===== src/rtl/lfo_voice_scheduler.sv =====
// Shares one sine-table BRAM among NUM_VOICES LFO phase accumulators, one read per voice per sample tick.
// Optional LFO_PHASE_SPREAD_EN: voices restart at evenly spread phases instead of all at zero.
module lfo_voice_scheduler #(
    parameter int TABLE_SIZE = 44100,
    parameter int NUM_VOICES = 4
) (
    input  logic                    clk,
    input  logic                    resetn,
    input  logic                    enable,
    input  logic                    sample_tick,
    input  logic [16*NUM_VOICES-1:0] voice_step,
    output logic [15:0]             lut_addr,
    output logic                    lut_rd_en,
    input  logic [15:0]             lut_data,
    output logic [16*NUM_VOICES-1:0] lfo_out,
    output logic                    lfo_valid,
    output logic                    busy,
    output logic                    overrun,
    output logic [1:0]              dbg_state
);

    localparam int IDX_W = (NUM_VOICES > 1) ? $clog2(NUM_VOICES) : 1;
    localparam logic [IDX_W-1:0] LAST_IDX = IDX_W'(NUM_VOICES - 1);
    localparam logic [15:0] STEP_MAX = 16'(TABLE_SIZE - 1);
    localparam logic [16:0] TABLE_SIZE17 = 17'(TABLE_SIZE);
`ifdef LFO_PHASE_SPREAD_EN
    localparam int SPREAD = 1;
`else
    localparam int SPREAD = 0;
`endif

    typedef enum logic [1:0] {S_IDLE = 2'd0, S_ISSUE = 2'd1, S_DRAIN = 2'd2} state_t;

    state_t                   state_q, state_d;
    logic [IDX_W-1:0]         idx_q, idx_d;
    logic [15:0]              phase_q [NUM_VOICES];
    logic [15:0]              phase_d [NUM_VOICES];
    logic [15:0]              last_addr_q, last_addr_d;
    logic                     rd_en_dly_q, rd_en_dly_d;
    logic [IDX_W-1:0]         idx_dly_q, idx_dly_d;
    logic [16*NUM_VOICES-1:0] lfo_out_q, lfo_out_d;
    logic                     lfo_valid_q, lfo_valid_d;
    logic                     overrun_q, overrun_d;

    function automatic logic [15:0] reset_phase(input int i);
        return 16'((i * TABLE_SIZE * SPREAD) / NUM_VOICES);
    endfunction

    // Step is clamped below TABLE_SIZE so a single conditional subtract always wraps.
    function automatic logic [15:0] wrap_add(input logic [15:0] phase, input logic [15:0] step);
        logic [15:0] step_c;
        logic [16:0] sum;
        step_c = (step > STEP_MAX) ? STEP_MAX : step;
        sum    = {1'b0, phase} + {1'b0, step_c};
        if (sum >= TABLE_SIZE17) sum = sum - TABLE_SIZE17;
        return sum[15:0];
    endfunction

    always_ff @(posedge clk or negedge resetn) begin
        if (!resetn) begin
            state_q <= S_IDLE;
            idx_q   <= '0;
        end else begin
            state_q <= state_d;
            idx_q   <= idx_d;
        end
    end

    always_comb begin
        state_d = state_q;
        idx_d   = idx_q;
        if (!enable) begin
            state_d = S_IDLE;
            idx_d   = '0;
        end else begin
            case (state_q)
                S_IDLE: if (sample_tick) begin
                    state_d = S_ISSUE;
                    idx_d   = '0;
                end
                S_ISSUE: if (idx_q == LAST_IDX) begin
                    state_d = S_DRAIN;
                    idx_d   = '0;
                end else begin
                    idx_d = idx_q + 1'b1;
                end
                S_DRAIN: state_d = S_IDLE;
                default: state_d = S_IDLE;
            endcase
        end
    end

    always_comb begin
        lut_rd_en = (state_q == S_ISSUE);
        busy      = (state_q != S_IDLE);
        dbg_state = state_q;
        lut_addr  = lut_rd_en ? phase_q[idx_q] : last_addr_q;
        lfo_out   = lfo_out_q;
        lfo_valid = lfo_valid_q;
        overrun   = overrun_q;
    end

    // A read issued in an aborting cycle is not captured; earlier captures stay in lfo_out.
    always_comb begin
        last_addr_d = lut_addr;
        rd_en_dly_d = lut_rd_en & enable;
        idx_dly_d   = idx_q;
        lfo_out_d   = lfo_out_q;
        if (rd_en_dly_q) lfo_out_d[int'(idx_dly_q)*16 +: 16] = lut_data;
        lfo_valid_d = (state_q == S_DRAIN) & enable;
        overrun_d   = enable ? (overrun_q | (busy & sample_tick)) : 1'b0;
        for (int i = 0; i < NUM_VOICES; i++) begin
            if (!enable)                  phase_d[i] = reset_phase(i);
            else if (state_q == S_DRAIN)  phase_d[i] = wrap_add(phase_q[i], voice_step[16*i +: 16]);
            else                          phase_d[i] = phase_q[i];
        end
    end

    always_ff @(posedge clk or negedge resetn) begin
        if (!resetn) begin
            last_addr_q <= '0;
            rd_en_dly_q <= 1'b0;
            idx_dly_q   <= '0;
            lfo_out_q   <= '0;
            lfo_valid_q <= 1'b0;
            overrun_q   <= 1'b0;
            for (int i = 0; i < NUM_VOICES; i++) phase_q[i] <= reset_phase(i);
        end else begin
            last_addr_q <= last_addr_d;
            rd_en_dly_q <= rd_en_dly_d;
            idx_dly_q   <= idx_dly_d;
            lfo_out_q   <= lfo_out_d;
            lfo_valid_q <= lfo_valid_d;
            overrun_q   <= overrun_d;
            for (int i = 0; i < NUM_VOICES; i++) phase_q[i] <= phase_d[i];
        end
    end

endmodule


===== config.mk =====
export PLATFORM = sky130hd
export DESIGN_NAME = lfo_voice_scheduler
export DESIGN_NICKNAME = d
export VERILOG_FILES = /design/src/rtl/lfo_voice_scheduler.sv
export SDC_FILE = /design/constraint.sdc
export NUM_CORES = 1
export LEC_CHECK = 0
export CAP_MARGIN = 0
export CORE_MARGIN = 2
export CORE_UTILIZATION = 32
export DETAILED_ROUTE_END_ITERATION = 16
export GPL_TIMING_DRIVEN = 0
export PLACE_DENSITY = 0.51
export RECOVER_POWER = 100
export SLEW_MARGIN = 25
export SYNTH_ARGS = -nofsm -noshare
export SYNTH_HDL_FRONTEND = slang
export SYNTH_SLANG_ARGS = --single-unit

===== constraint.sdc =====
create_clock -name clk -period 7.8 [get_ports clk]
set_input_delay 1.56 -clock clk [delete_from_list [all_inputs] [get_ports clk]]
set_output_delay 1.56 -clock clk [all_outputs]
set_load 0.01 [all_outputs]

==> summary.md <==
| Metric | Value |
|---|---|
| Nets in the synthesized netlist | 1490 |
| Post-CTS Resized | 0 |
| Clock Power Share | 42.5% |
| Fraction of registers with async set/reset | 100.0% |
| CP Capture Type | flop |
| Syn. warnings | 0 |
| RSZ-0062 raised after global routing | false |
| Post-detailed-route wirelength per cell | 20.08 µm |
| I/O pins | 170 |
| Total gr overflow | 0 |
| Clk buf depth | 2 |
| Die H | 199.7 µm |
| Power Density | 145.4 nW/µm² |
| Starting DRT DRC Count | 809 |
| Initial core utilization | 32.54% |
| R2r setup slk | 3.55 ns |
| Max cap viols | 2 |
| Synthesized netlist cell count | 1324 |
| Syn avg cell area | 9.256 µm² |
| Post-Place Setup Slack | 0.6910 ns |
| Vias in the first global route | 10630 |
| Clk Latency, worst-skew pair | 0.43 ns |
| Net count, final | 1679 |
| Post-synth EDFFs | 0 |
| Clk_skew | 0.01418 ns |
| Overall power | 2.209 mW |
| Gr usage total | 20.38% |
| Peak VDD IR | 0.0001492 V |
| Synth cell types | 111 |
| Switching Power | 651.5 µW |
| Routability cong. | 0.8358 |
| Commonest cells after routing, fill and taps aside | dfrtp_1, nand2_1, dlygate4sd3_1, ha_1, clkdlybuf4s50_1 |
| Share of the synthesized area in the top cell type | 31.24% |
| Count of pins over their slew limit | 156 |
| ANT nets after route | 0 |
| Status | complete, but fails checks |
| DP HPWL | 31940 µm |
| Area leader, netlist | dfrtp_1 |
| TritonCTS clock tree | yes |
| Largest net degree at the start of global routing | 89 |
| # rows | 71 |
| Sequential area share after synthesis | 31.24% |
| Cell Area, Synth | 12260 µm² |
| Global-route wire length before repair | 62540 µm |
| Final Setup Violations | 0 |
| Hold EP | idx_dly_q[0] |
| DR vias | 11270 |
| Core Region | 37670 µm² |
| Die Width | 199.7 µm |
| F_max | 144.8 MHz |
| Vias/cell | 5.529 |
| Min-delay src | idx_dly_d[0] |
| Sequential power share | 37.4% |
| Initial antenna violation count | 1 |
| Relative slew slack | -141.5% |
| Internal cell power | 1.557 mW |
| Req. time, crit path | 8.13 ns |
| Postcts setup bufs | 0 |
| 1st-pass router iterations | 5 |
| Leakage | 6.896 nW |
| Combinational share of power | 20.1% |
| Slew @ Worst Pin | 3.622 ns |
| Worst reg2reg path depth | 12 |
| # DRC | 0 |
| Post-CTS Hold Fix Bufs | 0 |
| FF-to-FF Start | phase_q[3] |
| Commonest non-fill, non-tap cell in the layout | dfrtp_1 |
| DP Cell Count | 2005 |
| Setup ws final | 0.8959 ns |
| CP Class | input port to flop |
| Startpoint types | input port |
| Top post-synthesis cells by area | dfrtp_1, ha_1, a22o_1 |
| CTS sink count | 153 |
| Fin crit share | 88.51% |
| Number of port buffers | 169 |
| Critical path data arrival time | 7.24 ns |
| Htree depth | 4 |
| Worst min path class | flop to flop |
| Worst-path clk slew | 0.07 ns |
| Area Growth Syn to Fin | 23.97% |
| Critical R2R Capture | phase_q[7] |
| Setup TNS | 0 ns |
| TritonCTS Buffers | 17 |
| Routed WL | 40920 µm |
| Final hold viol count | 0 |
| Sw Ratio | 29.50% |
| Die ar. | 39880 µm² |
| WHS Path Cells | 0 |
| Crit path max fanout | 10 |
| Post-layout min period | 6.904 ns |
| Ys flop type | dfrtp_1 |
| Layout cell share with drive strength beyond 1 | 9.240% |
| Root Driver | clkbuf_16 |
| Failing checks | max-capacitance violations, max-slew violations |
| Post-synthesis register bit count | 153 |
| Cell Count, Final, Fillers Out | 2038 |
-- per-stage QoR --
step	utilization [%]	hold slack [ns]	instance area, µm²
2_1_floorplan	-	0.3758	12260
3_3_place_gp	38.73	0.4333	14590
3_5_place_dp	38.90	0.4305	14650
4_1_cts	40.62	0.4417	15300
5_1_grt	40.33	0.4695	15190
6_report	40.34	0.4414	15190
-- worst max-delay path, cell delays in order --
cell	delay, ns
dlygate4sd3_1	0.55
o41ai_1	0.42
a21oi_1	0.12
o21a_1	0.19
o21a_1	0.22
clkbuf_1	0.21
or2_2	0.34
ha_1	0.21
inv_1	0.07
fa_1	0.22
nor2b_1	0.09
o31ai_1	0.35
a21boi_0	0.20
a311oi_1	0.36
xor2_1	0.23
nand2b_1	0.24
a221o_1	0.45
a31oi_1	0.77
nand2_1	0.17
o311ai_1	0.26
-- power groups by stage --
stage	logic [mW]	registers, mW	clock network (mW)
final	0.444	0.826	0.938
after CTS	0.460	0.827	0.952
after floorplan	0.263	0.850	0
after detailed placement	0.458	0.843	0
after global routing	0.490	0.829	0.988
after global placement	0.452	0.842	0
-- how the worst max path moves through the flow --
stage	start	to	slack (ns)
3_3_place_gp	resetn	phase_q[13]	-1.40
3_5_place_dp	voice_step[36]	phase_q[28]	0.69
5_1_grt	voice_step[5]	phase_q[58]	0.42
2_1_floorplan	voice_step[37]	phase_q[30]	2.17
6_report	voice_step[53]	phase_q[7]	0.90
4_1_cts	voice_step[36]	phase_q[28]	1.14
-- sequential cells by signal (all words and copies together) (netlist names), 2 cells and up --
register,flops
lfo_out,64
idx_dly_d,2
last_addr_q,16
phase_q,64
dbg_state,2
idx_dly_q,2
-- Yosys cell counts (all sizes together), types with 18 or more instances --
cell,instances
dfrtp,153
nand2,100
a21oi,78
ha,78
nor2,71
a22o,70
o21ai,59
nand3,55
nor2b,53
clkbuf,52
inv,45
or2,33
xnor2,32
nor3,29
a21o,28
o21a,27
mux2,21
or3,19
xor2,19
nand4,18
o311ai,18
-- layout make-up --
cell class	instances	area [µm²]
fill	3872	22470
multi-input combinational	1061	7900
sequential	153	3829
timing repair buffer	170	1690
tap	511	639.4
clock buffer	17	425.4
buffer	65	315.3
clock inverter	15	222.7
inverter	45	168.9
antenna	1	2.502
-- logic make-up (layout without fill, tap and decap cells) --
logic type	after synthesis	count (layout)	synth area share [%]
muxes	54	54	6.258
DFF	153	153	31.24
other	0	1	0
AOI/OAI and AO/OA	409	409	25.76
and+or+nand+nor	465	465	20.41
adders and majority gates	82	82	8.617
xor gates and xnor gates	51	51	3.767
buffers and inverters	110	312	3.951
-- layer usage --
layer / global-route usage [%] / routed length (µm) / vias up
met5: 0 / 0 / -
met3: 2.937 / 2181 / 50
li1: - / - / 5429
met2: 33.35 / 18700 / 336
met1: 27.97 / 19120 / 5454
met4: 5.844 / 920 / 0
No activity file was read; power rests on OpenSTA's default activity.
